[config.mk]
export PLATFORM = sky130hd
export DESIGN_NAME = bp_be_loop_inference_sched
export DESIGN_NICKNAME = d
export VERILOG_FILES = /design/src/rtl/bp_be_pkg.sv /design/src/rtl/bsg_arb_round_robin.sv /design/src/rtl/bp_be_loop_inference_sched.sv
export SDC_FILE = /design/constraint.sdc
export NUM_CORES = 1
export LEC_CHECK = 0
export BUFFER_PORTS_ARGS = -buffer_cell sky130_fd_sc_hd__buf_4
export CELL_PAD_IN_SITES_DETAIL_PLACEMENT = 0
export CELL_PAD_IN_SITES_GLOBAL_PLACEMENT = 1
export CORE_AREA = 10 10 137 139
export DETAILED_ROUTE_END_ITERATION = 10
export DIE_AREA = 0 0 147 149
export GPL_ROUTABILITY_DRIVEN = 0
export PLACE_DENSITY = 0.85
export RECOVER_POWER = 50
export SETUP_SLACK_MARGIN = 0.4
export SYNTH_ARGS = -nofsm -noshare
export SYNTH_HDL_FRONTEND = slang
export SYNTH_SLANG_ARGS = --single-unit
export TNS_END_PERCENT = 30
[constraint.sdc]
create_clock -name clk_i -period 7.65 [get_ports clk_i]
set_input_delay 1.1475 -clock clk_i [delete_from_list [all_inputs] [get_ports clk_i]]
set_output_delay 1.1475 -clock clk_i [all_outputs]
set_load 0.01 [all_outputs]
[src/rtl/bp_be_pkg.sv]
// Shared back-end types: processor config lookup and the loop-inference scheduler
// state and response types.
package bp_be_pkg;

  typedef enum logic [0:0] {e_bp_default_cfg} bp_params_e;

  // The response struct is sized for the default configuration (4 requesters, 8-bit estimate).
  localparam int unsigned bp_be_loop_sched_id_width_gp   = 2;
  localparam int unsigned bp_be_loop_sched_iter_width_gp = 8;

  typedef enum logic [2:0] {
    StIdle,
    StStart,
    StDiscover,
    StConfirmed,
    StResp
  } bp_be_loop_sched_state_e;

  typedef struct packed {
    logic [bp_be_loop_sched_id_width_gp-1:0]   id;
    logic [bp_be_loop_sched_iter_width_gp-1:0] iter;
    logic                                      timeout;
  } bp_be_loop_sched_resp_s;

  function automatic int unsigned bp_vaddr_width(bp_params_e cfg);
    case (cfg)
      e_bp_default_cfg: return 39;
      default:          return 39;
    endcase
  endfunction

endpackage

[src/rtl/bsg_arb_round_robin.sv]
// Round-robin arbiter: the requester closest at or after the priority pointer wins;
// the pointer moves past the winner when the grant is taken.
module bsg_arb_round_robin #(
  parameter int unsigned width_p = 4,
  localparam int unsigned id_width_lp = (width_p > 1) ? $clog2(width_p) : 1
) (
  input  logic                   clk_i,
  input  logic                   reset_n_i,
  input  logic [width_p-1:0]     reqs_i,
  input  logic                   yumi_i,
  output logic                   v_o,
  output logic [width_p-1:0]     grants_o,
  output logic [id_width_lp-1:0] id_o
);

  logic [id_width_lp-1:0] r_ptr;
  int unsigned            w_idx;

  // Walk from the farthest offset down so the nearest requester is the last one assigned.
  always_comb begin
    v_o      = 1'b0;
    grants_o = '0;
    id_o     = '0;
    w_idx    = 0;
    for (int i = int'(width_p) - 1; i >= 0; i--) begin
      w_idx = (int'(r_ptr) + i) % width_p;
      if (reqs_i[w_idx]) begin
        v_o             = 1'b1;
        id_o            = id_width_lp'(w_idx);
        grants_o        = '0;
        grants_o[w_idx] = 1'b1;
      end
    end
  end

  always_ff @(posedge clk_i or negedge reset_n_i) begin
    if (!reset_n_i) begin
      r_ptr <= '0;
    end else if (yumi_i && v_o) begin
      r_ptr <= (id_o == id_width_lp'(width_p - 1)) ? '0 : id_o + id_width_lp'(1);
    end
  end

endmodule

[src/rtl/bp_be_loop_inference_sched.sv]
// Shares one loop-inference unit among several striding-load detector entries:
// arbitrates, sequences start/confirm/result, and returns a tagged iteration estimate.
module bp_be_loop_inference_sched
  import bp_be_pkg::*;
#(
  parameter bp_params_e  bp_params_p    = e_bp_default_cfg,
  parameter int unsigned num_req_p      = 4,
  parameter int unsigned timeout_p      = 1024,
  parameter int unsigned output_range_p = 8,
  parameter int unsigned default_iter_p = 128,
  localparam int unsigned vaddr_width_p = bp_vaddr_width(bp_params_p),
  localparam int unsigned id_width_lp   = $clog2(num_req_p)
) (
  input  logic                               clk_i,
  input  logic                               reset_n_i,
  input  logic [num_req_p-1:0]               req_v_i,
  input  logic [num_req_p*vaddr_width_p-1:0] req_pc_i,
  input  logic [num_req_p-1:0]               req_confirm_i,
  output logic [num_req_p-1:0]               grant_o,
  output logic                               start_discovery_o,
  output logic                               confirm_discovery_o,
  output logic [vaddr_width_p-1:0]           striding_pc_o,
  input  logic [output_range_p-1:0]          inf_iter_i,
  input  logic                               inf_v_i,
  output logic                               inf_yumi_o,
  output logic                               resp_v_o,
  output logic [id_width_lp-1:0]             resp_id_o,
  output logic [output_range_p-1:0]          resp_iter_o,
  output logic                               resp_timeout_o,
  input  logic                               resp_ready_i
);

  localparam int unsigned cnt_width_lp = $clog2(timeout_p);
  localparam logic [cnt_width_lp-1:0]   timeout_last_lp  = cnt_width_lp'(timeout_p - 1);
  localparam logic [output_range_p-1:0] default_iter_lp  = output_range_p'(default_iter_p);

  bp_be_loop_sched_state_e    r_state;
  bp_be_loop_sched_resp_s     r_resp;
  logic [id_width_lp-1:0]     r_id;
  logic [vaddr_width_p-1:0]   r_pc;
  logic [cnt_width_lp-1:0]    r_cnt;
  logic                       r_start;
  logic                       r_confirm;
  logic                       r_resp_v;
  // Held low through reset so the combinational grant/yumi outputs read 0 until the first edge.
  logic                       r_active;

  logic                       w_arb_v;
  logic [num_req_p-1:0]       w_arb_grants;
  logic [id_width_lp-1:0]     w_arb_id;
  logic                       w_grant;
  logic                       w_capture;
  logic                       w_my_confirm;
  logic                       w_timeout;
  logic [vaddr_width_p-1:0]   w_win_pc;

  bsg_arb_round_robin #(
    .width_p (num_req_p)
  ) u_arb (
    .clk_i     (clk_i),
    .reset_n_i (reset_n_i),
    .reqs_i    (req_v_i),
    .yumi_i    (w_grant),
    .v_o       (w_arb_v),
    .grants_o  (w_arb_grants),
    .id_o      (w_arb_id)
  );

  assign w_grant      = r_active && (r_state == StIdle) && w_arb_v;
  assign w_win_pc     = req_pc_i[int'(w_arb_id)*vaddr_width_p +: vaddr_width_p];
  assign w_my_confirm = req_confirm_i[r_id];
  assign w_timeout    = (r_cnt == timeout_last_lp);
  // Results are always consumed; only those arriving during discovery are kept.
  assign w_capture    = inf_yumi_o && ((r_state == StDiscover) || (r_state == StConfirmed));

  assign grant_o             = w_grant ? w_arb_grants : '0;
  assign inf_yumi_o          = r_active && inf_v_i;
  assign start_discovery_o   = r_start;
  assign confirm_discovery_o = r_confirm;
  assign striding_pc_o       = r_pc;
  assign resp_v_o            = r_resp_v;
  assign resp_id_o           = r_resp.id;
  assign resp_iter_o         = r_resp.iter;
  assign resp_timeout_o      = r_resp.timeout;

  always_ff @(posedge clk_i or negedge reset_n_i) begin
    if (!reset_n_i) begin
      r_state   <= StIdle;
      r_resp    <= '0;
      r_id      <= '0;
      r_pc      <= '0;
      r_cnt     <= '0;
      r_start   <= 1'b0;
      r_confirm <= 1'b0;
      r_resp_v  <= 1'b0;
      r_active  <= 1'b0;
    end else begin
      r_active <= 1'b1;
      unique case (r_state)
        StIdle: begin
          if (w_grant) begin
            r_id    <= w_arb_id;
            r_pc    <= w_win_pc;
            r_start <= 1'b1;
            r_state <= StStart;
          end
        end
        StStart: begin
          r_start <= 1'b0;
          r_cnt   <= '0;
          r_state <= StDiscover;
        end
        StDiscover: begin
          // A measured result beats a confirm, and a confirm beats the timeout.
          if (w_capture) begin
            r_resp   <= '{id: r_id, iter: inf_iter_i, timeout: 1'b0};
            r_resp_v <= 1'b1;
            r_state  <= StResp;
          end else if (w_my_confirm) begin
            r_confirm <= 1'b1;
            r_state   <= StConfirmed;
          end else if (w_timeout) begin
            r_resp   <= '{id: r_id, iter: default_iter_lp, timeout: 1'b1};
            r_resp_v <= 1'b1;
            r_state  <= StResp;
          end else begin
            r_cnt <= r_cnt + cnt_width_lp'(1);
          end
        end
        StConfirmed: begin
          if (w_capture) begin
            r_resp    <= '{id: r_id, iter: inf_iter_i, timeout: 1'b0};
            r_resp_v  <= 1'b1;
            r_confirm <= 1'b0;
            r_state   <= StResp;
          end
        end
        StResp: begin
          if (resp_ready_i) begin
            r_resp_v <= 1'b0;
            r_state  <= StIdle;
          end
        end
        default: r_state <= StIdle;
      endcase
    end
  end

  a_grant_onehot: assert property (@(posedge clk_i) disable iff (!reset_n_i)
    $onehot0(grant_o));
  a_start_pulse: assert property (@(posedge clk_i) disable iff (!reset_n_i)
    start_discovery_o |=> !start_discovery_o);
  a_resp_stable: assert property (@(posedge clk_i) disable iff (!reset_n_i)
    (resp_v_o && !resp_ready_i) |=> (resp_v_o && $stable(r_resp)));

endmodule

Word-level counts from Yosys, hierarchy flattened
Index checks and enable logic that the tools add are counted.
{ "op_classes": {"addsub": 5, "multipliers": 1, "n_lt_le_gt_ge": 9, "eq_ne": 16, "shifts": 1, "muxes": 60, "n_reduce_logical": 22} }
{ "op_table": {"columns": ["operator", "count"], "rows": [
  ["156-bit by 9-bit variable part select with 39-bit output", 1],
  ["11-bit two-way mux", 4],
  ["10-bit two-way mux", 3],
  ["1-bit two-way mux", 22],
  ["11-bit one-hot mux with 2 select lines", 1],
  ["4-bit two-way mux", 5],
  ["10-bit one-hot mux with 2 select lines", 1],
  ["3-bit two-way mux", 6],
  ["4-bit AND reduction", 4],
  ["2-bit by 3-bit < comparator with 1-bit output (second input constant)", 5],
  ["3-bit one-hot mux with 5 select lines", 1],
  ["2-bit inequality test (second input constant)", 6],
  ["10-bit by 1-bit adder with 10-bit output (second input constant)", 1],
  ["1-bit binary-select mux with 2-bit select", 5],
  ["10-bit == test (second input constant)", 1],
  ["2-bit two-way mux", 5],
  ["1-bit logical AND", 9],
  ["1-bit demux with 2-bit select", 4],
  ["2-bit by 1-bit >= comparator with 1-bit output (second input constant)", 4],
  ["2-bit by 6-bit multiplier with 8-bit output (second input constant)", 1],
  ["3-bit by 2-bit == test with 1-bit output (second input constant)", 2],
  ["3-bit inequality test (second input constant)", 2],
  ["2-bit nonzero test", 3],
  ["5-bit AND reduction", 1],
  ["other kinds (13)", 17]
]} }
{ "word_totals": {"reg_bits": 71, "inputBits": 176, "out_inout_bits": 58, "wordCells": 126} }

Longest topological paths before layout
Gate-level depths: netlist of run 1.
{ "logic_depth": {"depth_word": 10, "ltp_mapped": 12, "depth_no_buf": 8} }

Hierarchy
Synthesis of run 1 repeated with hierarchy kept, for this count alone.
{ "unflattened": {"cells_unflattened": 349, "area_unflattened_um2": 4503.1} }
{ "modules_own_cells": {"columns": ["mod", "n_inst", "cells_each", "area_per_inst_um2", "seq_area_each_um2"], "rows": [
  ["bp_be_loop_inference_sched", 1, 274, 3902.5, 1726.7],
  ["bsg_arb_round_robin", 1, 75, 600.6, 50.0]
]} }

Least setup slack after synthesis of run 1
OpenSTA, ideal clock, no wires.
{ "synth_path": {"path_type": "input to output", "startpoint": "in req_v_i[1]", "endpoint": "out grant_o[0]", "arrival_time_ps": 2355, "required_time_ps": 6503, "setup_slack_ps": 4148, "cell_stages": 6, "path_buffers": 0, "path_cell_list": "mux4_2 > nor2b_2 > a22oi_1 > o21ai_0 > mux2i_1 > nor2_1"} }
{ "synth_between": {"elab_chain_len": 8, "word_cells_on_any_way": 18, "classes_between": "17 x mux; 1 x reduce/logical"} }
{ "synth_lines": {"columns": ["item", "line", "source"], "rows": [
  ["start, declared", "bp_be_loop_inference_sched.sv:16", "input logic [num_req_p-1:0] req_v_i,"],
  ["1-bit binary-select mux with 2-bit select", "bsg_arb_round_robin.sv:27", "if (reqs_i[w_idx]) begin"],
  ["1-bit two-way mux (not written as such)", "bsg_arb_round_robin.sv:27", null],
  ["1-bit two-way mux (4 in series)", "bsg_arb_round_robin.sv:27", null],
  ["1-bit logical AND", "bp_be_loop_inference_sched.sv:69", "assign w_grant = r_active && (r_state == StIdle) && w_arb_v;"],
  ["4-bit two-way mux (*)", "bp_be_loop_inference_sched.sv:76", "assign grant_o = w_grant ? w_arb_grants : '0;"],
  ["end, declared", "bp_be_loop_inference_sched.sv:19", "output logic [num_req_p-1:0] grant_o,"]
]} }
Every way passes the cells marked *; elsewhere a longest branch is shown, timed or not. The select of a mux whose other input is x is not followed.

==> metrics.yaml, run 1 <==
outcome: "finished, violations left"
diodes: 0
ys_ff_latch: 71
maxSlewViolCount: 72
dieHeight_um: 149
cp_slowest_cell: "clkbuf_1"
grt_max_degree: 72
slew_headroom: -1.64
syn_area_um2: 4740
p_leak_nw: 2.99
dp_slack_ns: 3.50
initial_utilization: 0.293
crit_required_ns: 7.17
cts-root-buf: "clkbuf_16"
p_seq_frac: 0.263
tightest_slew_ns: 3.96
synth_edf_count: 0
rows: 47
path_max_fanout: 71
synth_flop_cell: "dfrtp_1"
h-tree-depth: 3
cts_tree: "built"
min_period_ns: 4.43
min_path_type: "register to register"
power.share.clock: 0.171
grt_usage: 0.158
synthArstFlopShare: 1.00
vias: 4724
hpwl_mm: 13.0
port_buffers: 233
antenna_found_initial: 0
swShare: 0.441
hold_viol: 0
irDropWorstVdd_mv: 0.171
io_pins: 234
multi_input_area_um2: 2730
crit_path_start_kind: "input port"
die_w_um: 147
p_switching_mw: 1.12
core_um2: 16200
grt_pass1_wl_mm: 27.8
violations: "capacitance limit, slew limit"
drt_pass1_iterations: 4
cp_cell_sequence: "clkbuf_1"
path_class: "input port to asynchronous set/reset pin"
wl_per_cell_um: 18.7
cp_slowest_stage_delay_ns: 2.72
synth_cells: 499
pwr-share-comb: 0.566
max_clock_freq_mhz: 226
clockBufferDepth: 2
cts_hold_buffers: 0
post-route-util: 0.421
drive_gt1_frac: 0.357
clock_latency_ns: 0.34
grt_pass1_vias: 5064
ys_types: 52
die_area_um2: 21900
first_iter_violations: 226
worstSetupEndpointType: "asynchronous set/reset pin"
synthToLayoutAreaGrowth_pct: 43.9
ys.warnings.count: 0
clock_skew_ns: 0.00693
drc_errors: 0
postCtsSetupRepairBufs: 0
grt_overflow: 0
path_clk_slew_ns: 0.06
cts_made_buffers: 9
cap_violations: 1
setup_slack_ns: 3.22
wl_mm: 17.5
critPathArrivalTime_ns: 3.95
tns_ns: 0
synth_fp_nets: 683
seq_area_um2: 1780
setup_viol: 0
period_share: 0.579
cts_sinks: 71
syn_area_per_cell_um2: 9.49
routed_via_density: 5.05
grt_setup_unrepaired: "no"
cts_resized: 0
internal_power_mw: 1.42
ant_nets: 0
critPathTopFamily: "buffers and inverters"
num-nets-final: 894
fin_hold_ws_ns: 0.509
p_per_area_nw_per_um2: 373
final_cell_mix: "211 x buf_4, 71 x dfrtp_1, 54 x nand2_1"
path_buf_inv: 1
synth-seq-area-share: 0.375
fill_cells: 1660
final_common_cell: "buf_4"
==> metal layers <==
metal | routed length [µm] | GRT usage
met1 | 7400 | 0.189
met3 | 1470 | 0.0570
met5 | 0 | 0
met4 | 385 | 0.0669
met2 | 8210 | 0.252
==> state kept, by name, indices dropped and copies added (netlist names) <==
name                 cells
striding_pc_o           39
r_cnt                   10
confirm_discovery_o      1
resp_timeout_o           1
u_arb.r_ptr              2
resp_iter_o              8
start_discovery_o        1
r_id                     2
r_active                 1
resp_v_o                 1
resp_id_o                2
r_state                  3
==> power groups by stage <==
stage | Clock, mW | Sequential (mW) | Combinational [mW]
after floorplan | 0 | 0.698 | 0.957
after global placement | 0 | 0.670 | 1.51
after detailed placement | 0 | 0.675 | 1.52
after CTS | 0.449 | 0.672 | 1.52
after global routing | 0.460 | 0.695 | 1.60
final | 0.435 | 0.670 | 1.44
==> cell usage after synthesis (2+ instances only) <==
cell type	n	area (µm²)
dfrtp_1	71	1780
nand2_1	54	203
mux2i_1	47	470
nor2_1	46	173
a211oi_1	23	173
clkbuf_1	23	86.3
a311oi_1	22	193
a21oi_1	21	105
nand3_1	21	105
o211ai_1	18	135
a21boi_0	13	97.6
o21ai_0	13	65.1
a221oi_2	10	150
a21boi_1	9	67.6
buf_2	9	45.0
a22o_1	8	70.1
ha_1	8	100
a221oi_1	7	61.3
inv_1	7	26.3
xor2_1	6	52.6
nand4_1	5	31.3
nor3_1	5	25.0
a22oi_1	4	30.0
buf_4	4	30.0
buf_6	4	45.0
mux2_2	4	45.0
mux4_2	4	90.1
nand2b_1	4	25.0
xnor2_1	3	26.3
a31oi_1	2	12.5
and2_1	2	12.5
nor4_1	2	12.5
==> final timing paths <==
| path | endpoint | start | cells after the start | slack [ns] |
|---|---|---|---|---|
| worst max-delay path | striding_pc_o[32] | reset_n_i | 1 | 3.22 |
| worst min-delay path | resp_id_o[0] | resp_id_o[0] | 1 | 0.51 |
| worst max register to register | striding_pc_o[2] | u_arb.r_ptr[0] | 9 | 3.54 |
| worst min register to register | resp_id_o[0] | resp_id_o[0] | 1 | 0.51 |
| max in group clk_i | grant_o[1] | u_arb.r_ptr[0] | 9 | 3.28 |
| min in group asynchronous | r_state[2] | reset_n_i | 1 | 2.17 |
==> cells by family (layout without fill, tap and decap cells) <==
| family | after synthesis | count (layout) | synth area share |
|---|---|---|---|
| buf+inv | 47 | 263 | 0.0491 |
| other cells | 1 | 1 | 0.000792 |
| fa+ha+maj | 8 | 8 | 0.0211 |
| mux | 56 | 56 | 0.131 |
| simple gates | 147 | 147 | 0.138 |
| xor+xnor | 9 | 9 | 0.0166 |
| flops | 71 | 71 | 0.375 |
| compound gates | 160 | 160 | 0.268 |
==> final cells by class <==
type | instances | area share
multi-input cells | 381 | 0.401
repair buffers | 240 | 0.249
clock buffers | 10 | 0.0351
flip-flops and latches | 71 | 0.261
clock inverters | 6 | 0.00992
well taps | 220 | 0.0404
inverters | 7 | 0.00386
==> through the flow <==
step | instances | power [mW] | instance area, µm²
after floorplan | 499 | 1.65 | 4740
after global placement | 919 | 2.18 | 6610
after detailed placement | 919 | 2.20 | 6610
after CTS | 935 | 2.64 | 6920
after global routing | 935 | 2.75 | 6810
final | 935 | 2.54 | 6810
Power figures use the tool's default switching activity.
==> run 2, diff against run 1 <==
--- a/config.mk
+++ b/config.mk
@@ -12,7 +12,7 @@
 export DETAILED_ROUTE_END_ITERATION = 10
 export DIE_AREA = 0 0 147 149
 export GPL_ROUTABILITY_DRIVEN = 0
-export PLACE_DENSITY = 0.85
+export PLACE_DENSITY = 0.88
 export RECOVER_POWER = 50
 export SETUP_SLACK_MARGIN = 0.4
 export SYNTH_ARGS = -nofsm -noshare
==> constraint.sdc (replaced) <==
create_clock -name clk_i -period 4 [get_ports clk_i]
set_input_delay 0.6 -clock clk_i [delete_from_list [all_inputs] [get_ports clk_i]]
set_output_delay 0.6 -clock clk_i [all_outputs]
set_load 0.01 [all_outputs]
==> run 2 against run 1 <==
Net effect:
- the run still ends with capacitance limit, slew limit left
- combinational power is 94% higher
- global-route usage is 0.27 points higher
- setup slack worse by 2.6 ns
- highest routed layer unchanged
- total power is 95% higher
- worst hold slack worse by 0.044 ns
- count of clock-buffer cells in the layout is 1 lower
- clock skew is 0.0014 ns higher
- flip-flop and latch count stayed put
- critical path depth is 8 higher
==> metrics.yaml, run 2 (synthesis results as in run 1) <==
final_area_um2: 6870  # was 6810 µm²
drive_gt1_frac: 0.361  # was 0.357
violations: "capacitance limit, slew limit"  # unchanged
period_share: 0.839
min_path_type: "input port to register"  # was register to register
wl_mm: 18.2  # was 17.5 mm
antenna_found_initial: 0  # unchanged
setup_viol: 0  # unchanged
postCtsSetupRepairBufs: 0  # unchanged
irDropWorstVdd_mv: 0.463  # was 0.171 mV
outcome: "finished, violations left"  # unchanged
fill_cells: 1654  # was 1660
seq_area_um2: 1780  # unchanged
final_cell_mix: "215 x buf_4, 71 x dfrtp_1, 54 x nand2_1"  # was 211 x buf_4, 71 x dfrtp_1, 54 x nand2_1
final_common_cell: "buf_4"  # unchanged
clock_latency_ns: 0.35  # was 0.34 ns
grt_setup_unrepaired: "yes"  # was no
crit_path_start_kind: "register"  # was input port
critPathArrivalTime_ns: 2.76  # was 3.95 ns
dp_cells: 922  # was 919
dpl_cell_area_um2: 6640  # was 6610 µm²
diodes: 0  # unchanged
grt_usage: 0.160  # was 0.158
hold_viol: 0  # unchanged
grt_overflow: 0  # unchanged
io_pins: 234  # unchanged
worstSetupEndpointType: "output pin"  # was asynchronous set/reset pin
cts_made_buffers: 9  # unchanged
ant_nets: 0  # unchanged
port_buffers: 233  # unchanged
final_cells: 938  # was 935
tightest_slew_ns: 1.93  # was 3.96 ns
routed_via_density: 5.12  # was 5.05
synthToLayoutAreaGrowth_pct: 45.0  # was 43.9%
core_um2: 16200  # unchanged
multi_input_area_um2: 2740  # was 2730 µm²
dieHeight_um: 149  # unchanged
cts-root-buf: "clkbuf_16"  # unchanged
fin_hold_ws_ns: 0.466  # was 0.509 ns
min_period_ns: 3.36
slew_headroom: -0.287  # was -1.64
crit_required_ns: 3.40  # was 7.17 ns
drt_pass1_iterations: 4  # unchanged
rows: 47  # unchanged
maxSlewViolCount: 72  # unchanged
grt_max_degree: 72  # unchanged
max_clock_freq_mhz: 298
largest_reg_flops: 39  # unchanged
num-nets-final: 897  # was 894
drc_errors: 0  # unchanged
h-tree-depth: 3  # unchanged
grt_pass1_wl_mm: 28.2  # was 27.8 mm
path_class: "register to output pin"  # was input port to asynchronous set/reset pin
p_per_area_nw_per_um2: 721  # was 373 nW/µm²
p_leak_nw: 3.02  # was 2.99 nW
first_iter_violations: 196  # was 226
cap_violations: 1  # unchanged
grt_pass1_vias: 5243  # was 5064
wl_per_cell_um: 19.4  # was 18.7 µm
clock_skew_ns: 0.00830  # was 0.00693 ns
initial_utilization: 0.293  # unchanged
vias: 4798  # was 4724
cts_tree: "built"  # unchanged
tns_ns: 0  # unchanged
hpwl_mm: 13.4  # was 13.0 mm
die_area_um2: 21900  # unchanged
path_max_fanout: 9  # was 71
path_clk_slew_ns: 0.07  # was 0.06 ns
die_w_um: 147  # unchanged
cts_sinks: 71  # unchanged
clockBufferDepth: 2  # unchanged
-- run 2: path summary, 6_finish.rpt --
| path | end | start | cells past startpoint | slack, ns |
|---|---|---|---|---|
| max | grant_o[0] | u_arb.r_ptr[1] | 9 | 0.64 |
| min in group asynchronous | r_cnt[6] | reset_n_i | 1 | 0.80 |
| min | r_state[2] | resp_ready_i | 2 | 0.47 |
| min reg2reg | resp_iter_o[0] | resp_iter_o[0] | 1 | 0.51 |
| max reg2reg | striding_pc_o[5] | u_arb.r_ptr[1] | 10 | 0.71 |
| max in group asynchronous | striding_pc_o[19] | reset_n_i | 1 | 2.06 |
-- run 2: critical path: stages (launching register included) --
cell	delay [ns]
dfrtp_1	0.53
inv_1	0.15
ha_1	0.40
mux4_2	0.51
nor2b_2	0.20
a22oi_1	0.14
o21ai_0	0.10
mux2i_1	0.14
nor2_1	0.08
buf_4	0.17
-- run 2: layer usage --
metal	up-vias	track usage	routed length (µm)
met1	2264	0.188	7720
met3	16	0.0728	1710
met5	-	0	0
li1	2323	-	-
met2	195	0.261	8460
met4	0	0.0441	258
-- run 2: what timing repair did --
item                                    4_1_cts  5_1_grt
hold buffers                                  0        0
endpoints found under the setup margin        0       11
resized for setup                             0        1
-- run 2: final cells by class --
| class | count | area share |
|---|---|---|
| clock buffer | 9 | 0.0328 |
| clock inverter | 7 | 0.0149 |
| inverter | 7 | 0.00383 |
| multi-input combinational | 381 | 0.399 |
| sequential | 71 | 0.259 |
| tap | 220 | 0.0401 |
| timing repair buffer | 243 | 0.251 |
-- run 2: report_power, final --
group	total, mW	switching [mW]	internal, mW	leakage, nW
sequential	1.25	0.221	1.03	0.859
combinational	2.80	1.59	1.20	2.00
clock	0.905	0.351	0.554	0.157
total	4.95	2.16	2.79	3.02
-- run 2: per-stage QoR --
stage                     setup slack (ns)   util  power, mW
after floorplan                       1.02      -       3.16
after global placement               0.689  0.410       4.15
after detailed placement             0.623  0.410       4.19
after CTS                            0.587  0.431       5.12
after global routing                 0.394  0.425       5.33
final                                0.643  0.425       4.95
==> run 3, diff against run 2 <==
==> constraint.sdc (replaced) <==
create_clock -name clk_i -period 2.9 [get_ports clk_i]
set_input_delay 0.435 -clock clk_i [delete_from_list [all_inputs] [get_ports clk_i]]
set_output_delay 0.435 -clock clk_i [all_outputs]
set_load 0.01 [all_outputs]
==> run 3 against run 2 <==
Net effect:
- the run still ends with capacitance limit, slew limit left
- wire length grew 2.0%
- combinational power increased by 69%
- setup slack worse by 0.54 ns
- total power is 55% higher
- highest routed layer unchanged
- count of clock-buffer cells in the layout did not move
- critical endpoint is now grant_o[2]
- via count grew 2.3%
- final cell count rose by 3.1%
- core utilization rose by 2.9 points
- clock skew fell by 0.0036 ns
- sequential power grew 37%
- clock power is 35% higher
==> metrics.yaml, run 3 (synthesis results as in run 1) <==
critPathTopFamily: "multiplexers"  # unchanged
grt_setup_unrepaired: "yes"  # unchanged
maxUsedRoutingLayer: "met4"  # unchanged
cp_slowest_cell: "mux4_2"  # was dfrtp_1
max_clock_freq_mhz: 357
initial_utilization: 0.293  # unchanged
violations: "capacitance limit, slew limit"  # unchanged
path_clk_slew_ns: 0.06  # was 0.07 ns
met1_length_mm: 7.80  # was 7.72 mm
tns_ns: 0  # unchanged
power_mw: 7.66  # was 4.95 mW
grt_usage: 0.166  # was 0.160
dieHeight_um: 149  # unchanged
grt_max_degree: 72  # unchanged
internal_power_mw: 4.46  # was 2.79 mW
cts_sinks: 71  # unchanged
grt_pass1_vias: 5310  # was 5243
crit_cells: 9  # unchanged
hpwl_mm: 13.7  # was 13.4 mm
routed_via_density: 5.08  # was 5.12
maxSlewViolCount: 72  # unchanged
r2r-end: "striding_pc_o[28]"  # was striding_pc_o[5]
final_area_um2: 7330  # was 6870 µm²
post-route-util: 0.453  # was 0.425
p_seq_frac: 0.224  # was 0.253
clock_latency_ns: 0.34  # was 0.35 ns
period_share: 0.965
rr_worst_depth: 10  # unchanged
power.share.clock: 0.159  # was 0.183
core_um2: 16200  # unchanged
irDropWorstVdd_mv: 0.399  # was 0.463 mV
holdCritStartpoint: "resp_ready_i"  # unchanged
p_switching_mw: 3.20  # was 2.16 mW
cts-root-buf: "clkbuf_16"  # unchanged
crit_path_start_kind: "register"  # unchanged
synthToLayoutAreaGrowth_pct: 54.8  # was 45.0%
die_w_um: 147  # unchanged
swShare: 0.418  # was 0.437
whs_path_depth: 2  # unchanged
tightest_slew_ns: 1.91  # was 1.93 ns
cts_made_buffers: 9  # unchanged
cts_hold_buffers: 0  # unchanged
io_pins: 234  # unchanged
drive_gt1_frac: 0.403  # was 0.361
pwr-share-comb: 0.617  # was 0.565
dpl_cell_area_um2: 6770  # was 6640 µm²
route.met2.wl_mm: 8.54  # was 8.46 mm
p_leak_nw: 3.23  # was 3.02 nW
drc_errors: 0  # unchanged
first_iter_violations: 194  # was 196
min_period_ns: 2.80
ant_nets: 0  # unchanged
diodes: 0  # unchanged
clockBufferDepth: 2  # unchanged
min_path_type: "input port to register"  # unchanged
cp_slowest_stage_delay_ns: 0.49  # was 0.53 ns
largest_reg_flops: 39  # unchanged
vias: 4908  # was 4798
final_cell_mix: "230 x buf_4, 70 x dfrtp_1, 54 x nand2_1"  # was 215 x buf_4, 71 x dfrtp_1, 54 x nand2_1
dr_wl_met3_mm: 1.50  # was 1.71 mm
worstSetupEndpointType: "output pin"  # unchanged
critPathArrivalTime_ns: 2.36  # was 2.76 ns
cts_tree: "built"  # unchanged
rrSetupSlack_ns: 0.25  # was 0.71 ns
die_area_um2: 21900  # unchanged
path_buf_inv: 2  # unchanged
grt_pass1_wl_mm: 28.9  # was 28.2 mm
antenna_found_initial: 0  # unchanged
final_common_cell: "buf_4"  # unchanged
p_per_area_nw_per_um2: 1040  # was 721 nW/µm²
rows: 47  # unchanged
outcome: "finished, violations left"  # unchanged
min_to: "r_state[2]"  # unchanged
wl_mm: 18.5  # was 18.2 mm
num-nets-final: 926  # was 897
wl_per_cell_um: 19.1  # was 19.4 µm
clock_skew_ns: 0.00474  # was 0.00830 ns
setup_viol: 0  # unchanged
cap_violations: 1  # unchanged
cp_cell_sequence: "clkinvlp_4 > ha_4 > mux4_2 > nor2b_4 > a22oi_1 > o21ai_1 > mux2i_1 > nor2_1 > buf_4"  # was inv_1 > ha_1 > mux4_2 > nor2b_2 > a22oi_1 > o21ai_0 > mux2i_1 > nor2_1 > buf_4
r2r_start: "u_arb.r_ptr[0]"  # was u_arb.r_ptr[1]
drt_pass1_iterations: 4  # unchanged
slew_headroom: -0.271  # was -0.287
hold_viol: 0  # unchanged
fin_hold_ws_ns: 0.303  # was 0.466 ns
path_class: "register to output pin"  # unchanged
port_buffers: 233  # unchanged
crit_required_ns: 2.47  # was 3.40 ns
h-tree-depth: 3  # unchanged
grt_overflow: 0  # unchanged
path_max_fanout: 6  # was 9
-- run 3: cell types whose count changed in the layout (fill, tap and decap cells not counted), sizes merged --
| cell | previous run | this run |
|---|---|---|
| clkbuf | 37 | 38 |
| clkinvlp | 1 | 2 |
| bufbuf | 0 | 2 |
| clkinv | 1 | 2 |
| inv | 10 | 8 |
| buf | 215 | 241 |
-- run 3: final cells by class --
type	instances	area [µm²]
fillers	1617	8840
multi-input cells	381	2830
repair buffers	272	2100
flip-flops and latches	71	1780
well taps	220	275
clock buffers	9	225
clock inverters	7	95.1
inverters	7	30.0
-- run 3: what timing repair did --
item | 4_1_cts | 5_1_grt
gates cloned | 3 | 0
setup buffers | 8 | 7
pin swaps | 12 | 3
endpoints found under the setup margin | 45 | 47
resized for setup | 13 | 14
-- run 3: worst register-to-register path: stages (launching register included) --
cell	delay, ns
dfrtp_2	0.39
buf_6	0.19
mux4_2	0.61
nor2b_4	0.24
o211ai_1	0.13
buf_6	0.17
buf_4	0.14
buf_12	0.12
buf_16	0.15
a311oi_1	0.30
a211oi_1	0.09
-- run 3: power by group through the flow --
stage	combinational, mW	clock (mW)	sequential (mW)
6_report	4.73	1.22	1.71
5_1_grt	5.17	1.29	1.77
4_1_cts	4.69	1.25	1.72
3_5_place_dp	4.26	0	1.73
3_3_place_gp	4.21	0	1.71
2_1_floorplan	2.66	0	1.84
-- run 3: metal layers --
metal	vias up	track usage
met1	2306	0.197
met4	0	0.0828
li1	2369	-
met5	-	0
met2	199	0.260
met3	34	0.0598
-- run 3: worst max-delay path by stage --
stage / from / endpoint / slack [ns]
finish: u_arb.r_ptr[0] / grant_o[2] / 0.10
CTS: u_arb.r_ptr[0] / grant_o[3] / 0.08
detailed placement: u_arb.r_ptr[0] / striding_pc_o[12] / 0.09
floorplan: u_arb.r_ptr[0] / striding_pc_o[15] / 0.21
global placement: u_arb.r_ptr[0] / striding_pc_o[38] / 0.15
global route: u_arb.r_ptr[0] / grant_o[1] / 0.006
-- run 3: stage by stage --
step,setup WS (ns),cells
3_5_place_dp,0.0943,933
4_1_cts,0.0795,960
6_report,0.100,967
5_1_grt,0.00619,967
2_1_floorplan,0.215,499
3_3_place_gp,0.147,933
